**src/rtl/demux_deser8.sv**
```systemverilog
// demux_deser8: 1:8 serial-to-parallel demultiplexer with a ready/valid byte output.
// Each accepted bit goes into the shadow register slot selected by idx, which
// follows the transmitter's mux select (0..7). A completed byte is handed to
// the output register. A new start in mid-frame aborts that frame. A completion
// that finds the output still full and not accepted is dropped and flagged.
//
// state | meaning
// ------+------------------------------------------------------------
// IDLE  | waiting for din_valid & start (bit 0 of a frame)
// SHIFT | frame partially received; idx is the next bit position
module demux_deser8 (
    input  logic       clk,
    input  logic       reset,
    input  logic       din,
    input  logic       din_valid,
    input  logic       start,
    output logic [2:0] sel,
    output logic       busy,
    output logic [7:0] dout,
    output logic       dout_valid,
    input  logic       dout_ready,
    output logic       frame_err,
    output logic       overrun
);

    typedef enum logic {
        IDLE  = 1'b0,
        SHIFT = 1'b1
    } state_t;

    state_t     state_q, state_d;
    logic [2:0] idx_q, idx_d;
    logic [7:0] shadow_q, shadow_d;
    logic [7:0] dout_q, dout_d;
    logic       dout_valid_q, dout_valid_d;
    logic       frame_err_q, frame_err_d;
    logic       overrun_q, overrun_d;
    logic       complete;
    logic [7:0] word;

    // The completed word takes bit 7 directly from din on the completing cycle.
    assign word = {din, shadow_q[6:0]};

    // Next-state logic: frame sequencing, then the output handshake.
    always_comb begin
        state_d      = state_q;
        idx_d        = idx_q;
        shadow_d     = shadow_q;
        dout_d       = dout_q;
        dout_valid_d = dout_valid_q;
        frame_err_d  = 1'b0;
        overrun_d    = 1'b0;
        complete     = 1'b0;

        case (state_q)
            IDLE: begin
                if (din_valid && start) begin
                    shadow_d[0] = din;
                    idx_d       = 3'd1;
                    state_d     = SHIFT;
                end
            end
            SHIFT: begin
                if (din_valid) begin
                    if (start) begin
                        frame_err_d = 1'b1;
                        shadow_d[0] = din;
                        idx_d       = 3'd1;
                    end else begin
                        shadow_d[idx_q] = din;
                        if (idx_q == 3'd7) begin
                            complete = 1'b1;
                            idx_d    = 3'd0;
                            state_d  = IDLE;
                        end else begin
                            idx_d = idx_q + 3'd1;
                        end
                    end
                end
            end
            default: begin
                state_d = IDLE;
                idx_d   = 3'd0;
            end
        endcase

        // A consumed byte frees the output; a completion in the same cycle refills it.
        if (dout_valid_q && dout_ready) begin
            dout_valid_d = 1'b0;
        end
        if (complete) begin
            if (!dout_valid_q || dout_ready) begin
                dout_d       = word;
                dout_valid_d = 1'b1;
            end else begin
                overrun_d = 1'b1;
            end
        end
    end

    // State register with synchronous reset that discards partial and pending data.
    always_ff @(posedge clk) begin
        if (reset) begin
            state_q      <= IDLE;
            idx_q        <= 3'd0;
            shadow_q     <= 8'h00;
            dout_q       <= 8'h00;
            dout_valid_q <= 1'b0;
            frame_err_q  <= 1'b0;
            overrun_q    <= 1'b0;
        end else begin
            state_q      <= state_d;
            idx_q        <= idx_d;
            shadow_q     <= shadow_d;
            dout_q       <= dout_d;
            dout_valid_q <= dout_valid_d;
            frame_err_q  <= frame_err_d;
            overrun_q    <= overrun_d;
        end
    end

    assign sel        = idx_q;
    assign busy       = (state_q == SHIFT);
    assign dout       = dout_q;
    assign dout_valid = dout_valid_q;
    assign frame_err  = frame_err_q;
    assign overrun    = overrun_q;

endmodule

```
**config.mk**
```make
export PLATFORM = sky130hd
export DESIGN_NAME = demux_deser8
export DESIGN_NICKNAME = d
export VERILOG_FILES = /design/src/rtl/demux_deser8.sv
export SDC_FILE = /design/constraint.sdc
export NUM_CORES = 1
export LEC_CHECK = 0
export CELL_PAD_IN_SITES_DETAIL_PLACEMENT = 1
export CELL_PAD_IN_SITES_GLOBAL_PLACEMENT = 2
export CORE_MARGIN = 3
export CORE_UTILIZATION = 30
export DETAILED_ROUTE_END_ITERATION = 10
export GPL_TIMING_DRIVEN = 0
export PLACE_DENSITY = 0.78
export SETUP_SLACK_MARGIN = 0.02
export SLEW_MARGIN = 20
export SYNTH_ARGS = -nofsm -noshare
export SYNTH_HDL_FRONTEND = slang
export SYNTH_SLANG_ARGS = --single-unit
```
**constraint.sdc**
```tcl
create_clock -name clk -period 3.4 [get_ports clk]
set_input_delay 0.51 -clock clk [delete_from_list [all_inputs] [get_ports clk]]
set_output_delay 0.51 -clock clk [all_outputs]
set_load 0.1 [all_outputs]
```
==> results of run 1 <==
-- how the worst min path moves through the flow --
stage,slack (ns),endpoint,startpoint,depth (start not counted)
after global placement,0.44,dout[6],dout[6],2
after CTS,0.48,dout[6],dout[6],2
after floorplan,0.44,dout[1],shadow_q[1],2
after global routing,0.49,dout[6],dout[6],2
final,0.47,dout[2],dout[2],2
after detailed placement,0.46,dout[6],dout[6],2
-- state kept, by name (all words and copies together) (netlist names) --
| signal | count |
|---|---|
| busy | 1 |
| dout | 8 |
| dout_valid | 1 |
| frame_err | 1 |
| overrun | 1 |
| sel | 3 |
| shadow_q | 7 |
-- power by group through the flow --
stage | sequential [uW] | combinational, uW | clock, uW
after floorplan | 285 | 17.2 | 0
after global placement | 272 | 44.1 | 0
after detailed placement | 272 | 45.1 | 0
after CTS | 266 | 45.2 | 150
after global routing | 267 | 48.4 | 160
final | 266 | 44.6 | 145
-- cell families (layout without fill, tap and decap cells) --
family | count (synthesis) | count (layout) | share of synthesized area (%)
compound gates | 9 | 9 | 6.39
buf+inv | 6 | 28 | 3.54
flops | 22 | 22 | 47.9
fa+ha+maj | 2 | 2 | 2.72
simple gates | 44 | 44 | 24.2
mux | 14 | 14 | 15.2
-- layer usage --
layer | track usage (%) | part of all wire (%) | vias up | routed length [um]
met2 | 24.5 | 51 | 11 | 1090
met4 | 5.45 | 0.89 | 0 | 19
met5 | 0 | 0 | - | 0
met1 | 15.8 | 45 | 367 | 956
li1 | - | - | 379 | -
met3 | 2.73 | 3.0 | 2 | 63
-- cell usage in the layout (no fill, tap or decap), types with 2 or more instances in the layout --
cell	synthesis	final
a21oi_1	3	3
buf_2	2	2
buf_4	2	2
clkbuf_4	0	3
clkdlybuf4s50_1	0	18
dfxtp_1	22	22
ha_1	2	2
mux2i_1	14	14
nand2_1	25	25
nand3_1	4	4
nor2_1	3	3
nor3b_1	3	3
o21ai_0	2	2
-- per-stage QoR --
step                      util, %  setup WS (ns)  area (um2)  total power [uW]
after global routing         41.5          0.758        1170               476
after global placement       40.2           1.21        1140               316
final                        41.5          0.851        1170               456
after CTS                    41.5          0.828        1170               461
after detailed placement     40.2           1.19        1140               317
after floorplan                 -           1.36         920               302
-- cell type report --
class                      instances  area, um2  share of cell area, %
multi-input combinational         69        447                   38.0
sequential                        22        440                   37.5
timing repair buffer              18        180                   15.3
inverter                           2       7.51                  0.639
clock buffer                       4       36.3                   3.09
buffer                             4       25.0                   2.13
tap                               31       38.8                   3.30
==> summary.md, run 1 <==
| Metric | Value |
|---|---|
| Ys async rst share | 0% |
| Sequential power share | between 50% and 60% |
| Slowest cell on crit path | clkdlybuf4s50_1 |
| Initial Util | around a third |
| Dpl hpwl | 1570 um |
| Clk sinks | 22 |
| Post-cts gate resize count | 0 |
| Hold crit path type | reg -> reg |
| Critical path destination | sel[0] |
| Ys Warns | 0 |
| P_leak | about 0.0005 uW |
| # Post-CTS Setup Buffers | 0 |
| Number of max-cap violations | 0 |
| Antenna viol nets, final | 0 |
| Critical-path cell list | clkdlybuf4s50_1 |
| Net count after synthesis | 105 |
| Sequential share of the synthesized area | a little under half |
| Worst reg2reg endpoint | dout[5] |
| Setup violators final | 0 |
| NumNets Final | around 130 |
| FF+latch count, synth | 22 |
| RSZ-0062 raised after global routing | false |
| Routed WL | 2130 um |
| Mean post-synth cell area | 9.48 um2 |
| Startpoint Class | flip-flop |
| Hold_ws | about 0.47 ns |
| Vias in the first global route | 830 |
| Post-synth EDFFs | 0 |
| Rel. slew slack | around a third |
| Sw Ratio | between 20% and 30% |
| Via Count | approximately 760 |
| Share of layout cells above drive strength 1 | ~8.4% |
| Routed len/inst | roughly 14 um |
| WP data required | 2.89 ns |
| PortBufs | 18 |
| Drc violations | 0 |
| GPL Wtd Cong | 0.683 |
| Top_reg_cell synth | dfxtp_1 |
| Reg2reg path depth | 4 |
| Ant. Diodes | 0 |
| Leading area contributor after synthesis | dfxtp_1 |
| Die Wd | between 60 and 70 um |
| Worst Tran Pin Value | 0.981 ns |
| Worst path depth | 1 |
| Pwr/cell area | around 390 mW/mm2 |
| Die Y-Extent | between 60 and 70 um |
| Net Switching | 115 uW |
| Min cycle time layout | around 2.5 ns |
| CP arrival | a little over 2 ns |
| Post-Place Cells | around 150 |
| Cell with the most instances after synthesis | nand2_1 |
| Worst skew pair latency | ~0.30 ns |
| Core Region | 0.00283 mm2 |
| Fill cells | 351 |
| Endpoints failing hold | 0 |
| CP peak stage delay | about 1.2 ns |
| Layout Cells excl Fill | 150 |
| Skew final | between 0.0015 and 0.002 ns |
| Cts bufs inserted | 3 |
| Most area-consuming cells after synthesis | dfxtp_1 48%, mux2i_1 15%, nand2_1 10%, ha_1 2.7%, nor3b_1 2.4% |
| Largest net degree at the start of global routing | 13 |
| Pint | 341 uW |
| Fin crit share | between 70% and 80% |
| Fmax | ~400 MHz |
| CTS Root Cell | clkbuf_4 |
| GRT Overall Usage | 13.7% |
| Setup TNS | 0 ns |
| Hold Buf Count CTS | 0 |
| Initial drt markers | 6 |
| Slew Viols, Final | 0 |
| RR Startpoint | sel[0] |
| Run status | complete, no violations |
| Peak fanout along the critical path | 9 |
| Global route overflow | 0 |
| Critical path's top delay family | buffers and inverters |
| DRT Pass-1 Iters | 4 |
| Gate power share | under 10% |
| Rows | 19 |
| Post-synth top cells | 25 x nand2_1, 22 x dfxtp_1, 14 x mux2i_1 |
| Critical Path Sink Type | output pin |
| Reg clk slew, reported paths | ~0.12 ns |
| WP buf/inv | 1 |
| CP startpoint | sel[0] |
| Worst VDD drop | 0.000173 V |
| R2r setup slk | around 1.8 ns |
| Clk pwr share | between 30% and 40% |
| H-tree depth | 1 |
| CTS tree | done |
| Vias per inst | between 5 and 6 |
| Die area | about 0.0038 mm2 |
| Initial antenna violation count | 0 |
| Netlist area before placement | about 900 um2 |
| Synth Instances | between 90 and 100 |
| IO Count | 21 |
| Share of the synthesized area in the top cell type | a little under half |
| Post-synth cell types | 26 |
| Worst Setup Path Type | reg -> out |
| Synthesis-to-layout area growth | 27.8% |
| First-pass GRT wire length | 3730 um |
| CTS Buffer Depth | 2 |
No activity file was read; power rests on OpenSTA's default activity.
==> inputs of run 2 (changes only) <==
--- a/config.mk
+++ b/config.mk
@@ -8,10 +8,10 @@
 export CELL_PAD_IN_SITES_DETAIL_PLACEMENT = 1
 export CELL_PAD_IN_SITES_GLOBAL_PLACEMENT = 2
 export CORE_MARGIN = 3
-export CORE_UTILIZATION = 30
+export CORE_UTILIZATION = 29
 export DETAILED_ROUTE_END_ITERATION = 10
 export GPL_TIMING_DRIVEN = 0
-export PLACE_DENSITY = 0.78
+export PLACE_DENSITY = 0.75
 export SETUP_SLACK_MARGIN = 0.02
 export SLEW_MARGIN = 20
 export SYNTH_ARGS = -nofsm -noshare
==> constraint.sdc (replaced) <==
create_clock -name clk -period 2.5 [get_ports clk]
set_input_delay 0.375 -clock clk [delete_from_list [all_inputs] [get_ports clk]]
set_output_delay 0.375 -clock clk [all_outputs]
set_load 0.1 [all_outputs]
==> summary.md, run 2 (synthesized netlist as in run 1, its figures left out) <==
| Metric | Value |
|---|---|
| Slowest cell on crit path | clkdlybuf4s50_1 |
| PortBufs | 18 (unchanged) |
| Hold Buf Count CTS | 0 (unchanged) |
| GPL Wtd Cong | 0.700 (+2.5%) |
| Antenna viol nets, final | 0 (unchanged) |
| Cts bufs inserted | 3 (unchanged) |
| Post-cts gate resize count | 0 (unchanged) |
| CTS Root Cell | clkbuf_4 |
| Post-DP Area | 0.00115 mm2 (+1.2%) |
| Startpoint Class | flip-flop |
| Drc violations | 0 (unchanged) |
| Reg clk slew, reported paths | 0.13 ns (about the same) |
| DRT Pass-1 Iters | 4 (unchanged) |
| Vias in the first global route | 798 (-3.9%) |
| Initial drt markers | 18 (+12) |
| Worst VDD drop | 0.000195 V (+13%) |
| Fmax | between 400 and 500 MHz |
| Vias per inst | 4.69 (-7.3%) |
| Hold Crit Depth | 2 (unchanged) |
| H-tree depth | 1 (unchanged) |
| Largest net degree at the start of global routing | 14 (+1) |
| Worst skew pair latency | 0.31 ns (about the same) |
| Worst path depth | 1 (unchanged) |
| Synthesis-to-layout area growth | 31.3% |
| Most frequent cells in the layout | 25 x nand2_1, 22 x dfxtp_1, 17 x clkdlybuf4s50_1, 14 x mux2i_1, 4 x nand3_1 |
| RSZ-0062 raised after global routing | false |
| Most common cell after layout, fill and taps aside | nand2_1 |
| IO Count | 21 (unchanged) |
| Initial antenna violation count | 0 (unchanged) |
| Min cycle time layout | between 2 and 2.5 ns |
| Max reg flops | 8 (unchanged) |
| Die Y-Extent | 62.3 um (+1.5%) |
| Rows | 19 (unchanged) |
| Hold crit path type | in -> reg |
| GRT Overall Usage | 12.1% (-1.6 points) |
| Setup violators final | 0 (unchanged) |
| P_leak | 0.000529 uW (+4.3%) |
| Initial Util | 32.0% (-0.54 points) |
| WP data required | 2.12 ns (-0.77 ns) |
| Critical Path Sink Type | output pin |
| CTS Buffer Depth | 2 (unchanged) |
| Rel. slew slack | 34.1% (-0.23 points) |
| WP buf/inv | 1 (unchanged) |
| # Post-CTS Setup Buffers | 0 (unchanged) |
| Worst Tran Pin Value | 0.985 ns (+0.00348 ns) |
| Die area | 0.00388 mm2 (+3.1%) |
| Fin crit share | a little over nine tenths |
| Via Count | 755 (-0.53%) |
| Post-route design area | 0.00121 mm2 (+2.8%) |
| First-pass GRT wire length | 3760 um (+0.91%) |
| Reg2reg path depth | 4 (unchanged) |
| Global route overflow | 0 (unchanged) |
| Clk sinks | 22 (unchanged) |
| Peak fanout along the critical path | 8 (-1) |
| Setup TNS | 0 ns (unchanged) |
| Pwr/cell area | 579 mW/mm2 (+49%) |
| Multi-input logic area | 447 um2 (unchanged) |
| Routed len/inst | 13.4 um (-5.1%) |
| Critical path's top delay family | buffers and inverters |
| CP arrival | 2.01 ns (-0.03 ns) |
| Worst Setup Path Type | reg -> out |
| Ant. Diodes | 0 (unchanged) |
| Dpl hpwl | 1550 um (-1.1%) |
| NumNets Final | 128 (unchanged) |
| Routed WL | 2160 um (+1.8%) |
| CP peak stage delay | 1.20 ns (about the same) |
| Core Region | 0.00288 mm2 (+1.7%) |
| Skew final | 0.00453 ns (+0.00298 ns) |
| Number of max-cap violations | 0 (unchanged) |
| CTS tree | done |
| Critical-path cell list | clkdlybuf4s50_1 |
| Endpoints failing hold | 0 (unchanged) |
| Slew Viols, Final | 0 (unchanged) |
| Run status | complete, no violations |
| Share of layout cells above drive strength 1 | 8.40% (unchanged) |
| Sequential Area | 440 um2 (unchanged) |
| Fill cells | 327 (-6.8%) |
| Die Wd | 62.3 um (+1.5%) |
==> run 2: cell types whose count changed in the layout (fill, tap and decap cells not counted) <==
cell	previous run	this run
bufinv_16	0	1
dlymetal6s2s_1	0	1
clkdlybuf4s50_1	18	17
clkbuf_8	1	0
==> run 2: final cells by class <==
| class | count | share of cell area, % |
|---|---|---|
| Multi-Input combinational cell | 69 | 37.0 |
| Sequential cell | 22 | 36.5 |
| Timing Repair Buffer | 18 | 15.1 |
| Tap cell | 42 | 4.35 |
| Clock inverter | 1 | 2.49 |
| Buffer | 4 | 2.07 |
| Clock buffer | 3 | 1.87 |
| Inverter | 2 | 0.622 |
==> run 2: final timing paths <==
check	start	to	slack, ns
worst max-delay path	sel[2]	sel[2]	0.12
worst max register to register	sel[0]	dout[5]	0.91
worst min-delay path	reset	sel[0]	0.37
worst min register to register	dout[7]	dout[7]	0.47
==> run 2: through the flow <==
stage | util, % | power (uW) | setup WS (ns) | hold slack (ns) | cells
after floorplan | - | 411 | 0.461 | 0.443 | 97
after global placement | 40.1 | 430 | 0.445 | 0.444 | 157
after detailed placement | 40.1 | 431 | 0.431 | 0.451 | 157
after CTS | 41.9 | 706 | 0.0615 | 0.364 | 161
after global routing | 42.0 | 726 | 0.0384 | 0.366 | 161
final | 42.0 | 699 | 0.119 | 0.368 | 161
==> run 2: metal layers <==
layer / up-vias / track usage, % / routed length, um
met2: 15 / 21.4 / 1070
met1: 358 / 14.1 / 977
li1: 380 / - / -
met4: 0 / 4.96 / 18
met3: 2 / 2.70 / 95
met5: - / 0 / 0
==> run 2: power breakdown <==
group,total (uW),internal [uW],switching (uW)
logic,61.4,19.7,41.7
registers,362,355,6.67
clock network,276,162,114
total,699,537,162
